`src/rtl/alu_arbiter.sv`:
```
// ---------------------------------------------------------------------------
// alu_arbiter
//   Shares one combinational picoMIPS ALU between two requesters. A winner is
//   picked round-robin, its operands and function code are registered onto
//   the ALU ports, the ALU output is captured one cycle later, and the
//   captured result/flags are held in a response register until accepted.
//
// Ports
//   clk, reset              rising-edge clock, asynchronous active-high reset
//   req_valid[1:0]          per-requester request valid (bit i = requester i)
//   req_ready[1:0]          per-requester accept, at most one bit set
//   req_a0/b0/func0         requester 0 operands and function code
//   req_a1/b1/func1         requester 1 operands and function code
//   alu_a/alu_b/alu_func    registered drive to the ALU
//   alu_result/alu_flags    ALU outputs, flags are {V,N,Z,C}
//   rsp_valid/rsp_ready     response handshake
//   rsp_data/rsp_flags      captured ALU result and flags
//   rsp_id                  requester that owns the response
//   busy                    high whenever the FSM is not idle
//   dbg_state               current FSM state, for observation only
//
// Handshake rules: a transfer happens on a rising edge where valid and ready
// are both 1. On the request side, req_ready is raised only for a requester
// whose req_valid is already 1, so req_ready alone marks the transfer. On the
// response side, rsp_valid stays high and rsp_data/rsp_flags/rsp_id stay
// constant until an edge with rsp_ready=1 consumes the response.
// ---------------------------------------------------------------------------
module alu_arbiter #(
  parameter int n = 8
) (
  input  logic         clk,
  input  logic         reset,
  input  logic [1:0]   req_valid,
  output logic [1:0]   req_ready,
  input  logic [n-1:0] req_a0,
  input  logic [n-1:0] req_b0,
  input  logic [2:0]   req_func0,
  input  logic [n-1:0] req_a1,
  input  logic [n-1:0] req_b1,
  input  logic [2:0]   req_func1,
  output logic [n-1:0] alu_a,
  output logic [n-1:0] alu_b,
  output logic [2:0]   alu_func,
  input  logic [n-1:0] alu_result,
  input  logic [3:0]   alu_flags,
  output logic         rsp_valid,
  input  logic         rsp_ready,
  output logic [n-1:0] rsp_data,
  output logic [3:0]   rsp_flags,
  output logic         rsp_id,
  output logic         busy,
  output logic [1:0]   dbg_state
);

  localparam logic [1:0] IDLE = 2'd0;
  localparam logic [1:0] EXEC = 2'd1;
  localparam logic [1:0] RESP = 2'd2;

  logic [1:0]   state_q, state_d;
  logic         last_grant_q, last_grant_d;
  logic [n-1:0] alu_a_q, alu_a_d;
  logic [n-1:0] alu_b_q, alu_b_d;
  logic [2:0]   alu_func_q, alu_func_d;
  logic         rsp_valid_q, rsp_valid_d;
  logic [n-1:0] rsp_data_q, rsp_data_d;
  logic [3:0]   rsp_flags_q, rsp_flags_d;
  logic         rsp_id_q, rsp_id_d;

  logic         win;
  logic         grant;

  // With both requesting, the one not served last wins; otherwise the
  // single valid requester wins. Meaningless when nobody requests.
  always_comb begin
    if (req_valid == 2'b11) win = ~last_grant_q;
    else                    win = req_valid[1];
  end

  always_comb begin
    state_d      = state_q;
    last_grant_d = last_grant_q;
    alu_a_d      = alu_a_q;
    alu_b_d      = alu_b_q;
    alu_func_d   = alu_func_q;
    rsp_valid_d  = rsp_valid_q;
    rsp_data_d   = rsp_data_q;
    rsp_flags_d  = rsp_flags_q;
    rsp_id_d     = rsp_id_q;
    grant        = 1'b0;
    case (state_q)
      IDLE: begin
        if (|req_valid) begin
          grant        = 1'b1;
          alu_a_d      = win ? req_a1    : req_a0;
          alu_b_d      = win ? req_b1    : req_b0;
          alu_func_d   = win ? req_func1 : req_func0;
          rsp_id_d     = win;
          last_grant_d = win;
          state_d      = EXEC;
        end
      end
      EXEC: begin
        rsp_data_d  = alu_result;
        rsp_flags_d = alu_flags;
        rsp_valid_d = 1'b1;
        state_d     = RESP;
      end
      RESP: begin
        if (rsp_ready) begin
          rsp_valid_d = 1'b0;
          state_d     = IDLE;
        end
      end
      default: begin
        // Unreachable encoding: recover to idle without a response.
        rsp_valid_d = 1'b0;
        state_d     = IDLE;
      end
    endcase
  end

  // Gated by reset so no accept is ever shown while reset is held.
  always_comb begin
    req_ready = 2'b00;
    if (grant && !reset) req_ready = win ? 2'b10 : 2'b01;
  end

  always_ff @(posedge clk or posedge reset) begin
    if (reset) begin
      state_q      <= IDLE;
      last_grant_q <= 1'b1;
      alu_a_q      <= '0;
      alu_b_q      <= '0;
      alu_func_q   <= '0;
      rsp_valid_q  <= 1'b0;
      rsp_data_q   <= '0;
      rsp_flags_q  <= '0;
      rsp_id_q     <= 1'b0;
    end else begin
      state_q      <= state_d;
      last_grant_q <= last_grant_d;
      alu_a_q      <= alu_a_d;
      alu_b_q      <= alu_b_d;
      alu_func_q   <= alu_func_d;
      rsp_valid_q  <= rsp_valid_d;
      rsp_data_q   <= rsp_data_d;
      rsp_flags_q  <= rsp_flags_d;
      rsp_id_q     <= rsp_id_d;
    end
  end

  assign alu_a     = alu_a_q;
  assign alu_b     = alu_b_q;
  assign alu_func  = alu_func_q;
  assign rsp_valid = rsp_valid_q;
  assign rsp_data  = rsp_data_q;
  assign rsp_flags = rsp_flags_q;
  assign rsp_id    = rsp_id_q;
  assign busy      = (state_q != IDLE);
  assign dbg_state = state_q;

endmodule

```
`config.mk`:
```
export PLATFORM = sky130hd
export DESIGN_NAME = alu_arbiter
export DESIGN_NICKNAME = d
export VERILOG_FILES = /design/src/rtl/alu_arbiter.sv
export SDC_FILE = /design/constraint.sdc
export NUM_CORES = 1
export LEC_CHECK = 0
export CAP_MARGIN = 20
export CORE_MARGIN = 4
export CORE_UTILIZATION = 41
export CTS_BUF_LIST = sky130_fd_sc_hd__clkbuf_4 sky130_fd_sc_hd__clkbuf_8
export DETAILED_ROUTE_END_ITERATION = 16
export MAX_ROUTING_LAYER = met4
export PLACE_DENSITY = 0.85
export SETUP_SLACK_MARGIN = 0.4
export SKIP_LAST_GASP = 1
export SLEW_MARGIN = 20
export SYNTH_ARGS = -nofsm -noshare
export SYNTH_HDL_FRONTEND = slang
export SYNTH_SLANG_ARGS = --single-unit
export TNS_END_PERCENT = 30
```
`constraint.sdc`:
```
create_clock -name clk -period 3.1 [get_ports clk]
set_input_delay 0.62 -clock clk [delete_from_list [all_inputs] [get_ports clk]]
set_output_delay 0.62 -clock clk [all_outputs]
set_load 0.02 [all_outputs]
```
==> key figures <==
Global route
  • Remaining Overflow, GRT: 0
  • First-pass GRT wire length: 6.672 mm
  • Tot GR Track Use: 17.14%
  • Largest net degree at the start of global routing: 25
  • Number of global-route vias before repair: 1444
  • Antenna violations before repair: 0

Detailed routing
  • Via Count: 1391
  • Drt drc: 0
  • Wire length per cell: 13.64 um
  • Post-Route WL: 4.038 mm
  • DRT Pass-1 Iters: 4
  • DR vias/cell: approximately 4.7
  • Initial DRC count: 72
  • Antenna Nets Post-Route: 0

Layout
  • # diodes: 0
  • Multi-input gate area: 505.5 um2
  • Cell area after layout: 2666 um2
  • Filler cell count: 308
  • Reg area: between 900 and 1000 um2
  • Final #Nets: 302
  • Layout area overhead: 62.18%
  • Share of cells above drive strength 1: 8.871%

Floorplanning
  • Core area: 3771 um2
  • I/O pin cnt: 93
  • Die area: 5087 um2
  • Row cnt: 22
  • Initial core utilization: 43.60%
  • DIE WIDTH: between 70 and 80 um
  • Die Ht: 71.33 um

Clock tree
  • Reg clk slew, reported paths: 0.06 ns
  • # hold bufs at CTS: 0
  • Cts repair resizes: 0
  • CTS tree: done
  • Htree depth: 2
  • Worst-Skew Late Latency: 0.28 ns
  • Clock root buffer: clkbuf_8
  • CTS buffer count: 5
  • CTS sink count: 36
  • Clock Path Buffers: 2
  • Post-CTS Repair Setup Buffers: 0

Critical path
  • CP endpoint kind: primary output
  • Max incr delay on CP: around 0.61 ns
  • WP buf/inv: 2
  • Cell breakdown of the critical path: clkdlybuf4s50_1 > nand2b_1 > nand3_1 > nor2_1 > clkdlybuf4s50_1
  • Setup crit start kind: input port
  • Cell mode on critical path: clkdlybuf4s50_1
  • Critical path origin: req_valid[1]
  • Worst path depth: 5
  • Crit-path leading delay family: buffers and inverters
  • Worst r2r dst: alu_b[4]$_DFFE_PP0P_
  • Slowest-stage cell, CP: clkdlybuf4s50_1
  • Crit path capture: req_ready[0]
  • Reg2reg start: dbg_state[1]$_DFFE_PP0P_
  • Req. time, crit path: between 2 and 2.5 ns
  • Worst r2r path cells: 4
  • Max FO, Critical Path: 3
  • Critical Path AT: 1.96 ns
  • Reg2reg setup slack: between 1.5 and 2 ns
  • Critical path class: in2out

Synth
  • Synth Instances: 153
  • Synth unique cells: 20
  • #FFs+latches synth: 36
  • Sequential area share after synthesis: 54.87%
  • Syn Area/Cell: 10.75 um2
  • Syn Nets: 208
  • Yosys warning total: 0
  • Post-Syn Area: 1644 um2

Timing
  • Max Clk Rate: 387.6 MHz
  • Clock skew: 0.002185 ns
  • Worst hold slack: 0.4863 ns
  • Final Hold Vio Count: 0
  • Slew Viols, Final: 0
  • Tcrit/Tclk final: 83.23%
  • Max transition margin: roughly two thirds
  • Sum Neg Setup Slack: 0 ns
  • Final min period: 2.580 ns
  • Unrepaired setup endpoints after global routing: no
  • Worst slew pin tran: 0.4878 ns
  • Endpoints failing setup: 0

Worst hold path
  • Worst Hold Class: reg2reg

Power and ir drop
  • P_leak: 0.001222 uW
  • Pwr/cell area: 952.3 nW/um2
  • Maximum VDD drop: between 600 and 700 uV

Status
  • Run status: finished clean

Placement
  • Port Buffer Count: 92
  • DP HPWL: about 3 mm
  • RD Place Congestion: 0.7186
  • Placement Cell Area: 2569 um2

Run
  • Max-cap violations: 0
[through the flow]
stage	util [%]	cells	worst slack [ns]	total power, uW
after floorplan	-	153	1.204	1621
after global placement	68.12	288	0.5314	2193
after detailed placement	68.12	288	0.5253	2217
after CTS	70.70	296	0.5124	2575
after global routing	70.70	296	0.4293	2718
final	70.70	296	0.5199	2539
[registers in the layout (all words and copies together), names as in the netlist]
name          flops
alu_a             8
alu_b             8
rsp_data          8
rsp_flags         4
alu_func          3
dbg_state         2
last_grant_q      1
rsp_id            1
rsp_valid         1
[metal layers]
metal | share of wire, % | global-route usage [%] | vias to the layer above
li1 | - | - | 697
met1 | 44 | 22.72 | 630
met2 | 45 | 25.41 | 58
met3 | 8.9 | 5.189 | 6
met4 | 1.3 | 5.010 | 0
met5 | 0 | - | -
[layout by cell type, fill, tap and decap left out, drive strengths merged]
master,count
clkdlybuf4s50,92
nor2,6
mux2,12
a21o,1
dfstp,1
o21a,1
clkbuf,8
dfrtp,35
nand2,3
nand3,2
nor2b,1
o21ai,22
inv,40
nand2b,1
o221ai,19
buf,4
[power by group]
group	internal [uW]	total, uW	switching (uW)
Clock	199	349	150
Combinational	679	1360	681
Sequential	711	831	120
[final cells by class]
class | instances | area share [%]
Tap cell | 48 | 2.252
Multi-Input combinational cell | 68 | 18.96
Timing Repair Buffer | 96 | 35.66
Sequential cell | 36 | 33.83
Inverter | 40 | 5.631
Clock buffer | 8 | 3.660
[cells by family after synthesis]
group	share of synthesized area (%)
flip-flops	54.87
AO/OA/AOI/OAI	18.19
AND/OR/NAND/NOR	4.338
buffers and inverters	14.38
multiplexers	8.219
[synthesized netlist by cell type]
master	n	share of area, %
nand3_2	1	0.61
nor2_2	1	0.38
mux2_1	9	6.2
nand2b_1	1	0.38
inv_2	1	0.23
o21a_1	1	0.46
nor2_1	5	1.1
o221ai_1	18	9.6
o221ai_2	1	0.91
a21o_2	1	0.53
nand3_1	1	0.30
buf_6	7	4.8
nand2_1	3	0.68
dfrtp_1	35	53
o21ai_0	22	6.7
mux2_2	3	2.1
clkbuf_1	2	0.46
inv_1	39	8.9
dfstp_2	1	1.6
nor2b_4	1	0.84
[worst reg2reg max path: cells and delay by family (launching register included)]
family          cells  cell delay, ns
flops               1            0.45
compound gates      2            0.38
buf+inv             1            0.18
simple gates        1            0.20
[worst min-delay path by stage]
stage | cells after the start | start | slack (ns) | end
floorplan | 2 | last_grant_q$_DFFE_PP1P_ | 0.46 | last_grant_q$_DFFE_PP1P_
global placement | 1 | rsp_flags[0]$_DFFE_PP0P_ | 0.47 | rsp_flags[0]$_DFFE_PP0P_
detailed placement | 1 | rsp_data[2]$_DFFE_PP0P_ | 0.48 | rsp_data[2]$_DFFE_PP0P_
CTS | 2 | last_grant_q$_DFFE_PP1P_ | 0.49 | last_grant_q$_DFFE_PP1P_
global route | 1 | rsp_data[1]$_DFFE_PP0P_ | 0.52 | rsp_data[1]$_DFFE_PP0P_
finish | 1 | rsp_data[0]$_DFFE_PP0P_ | 0.49 | rsp_data[0]$_DFFE_PP0P_
Note: power is estimated with default switching activity, not from simulation.
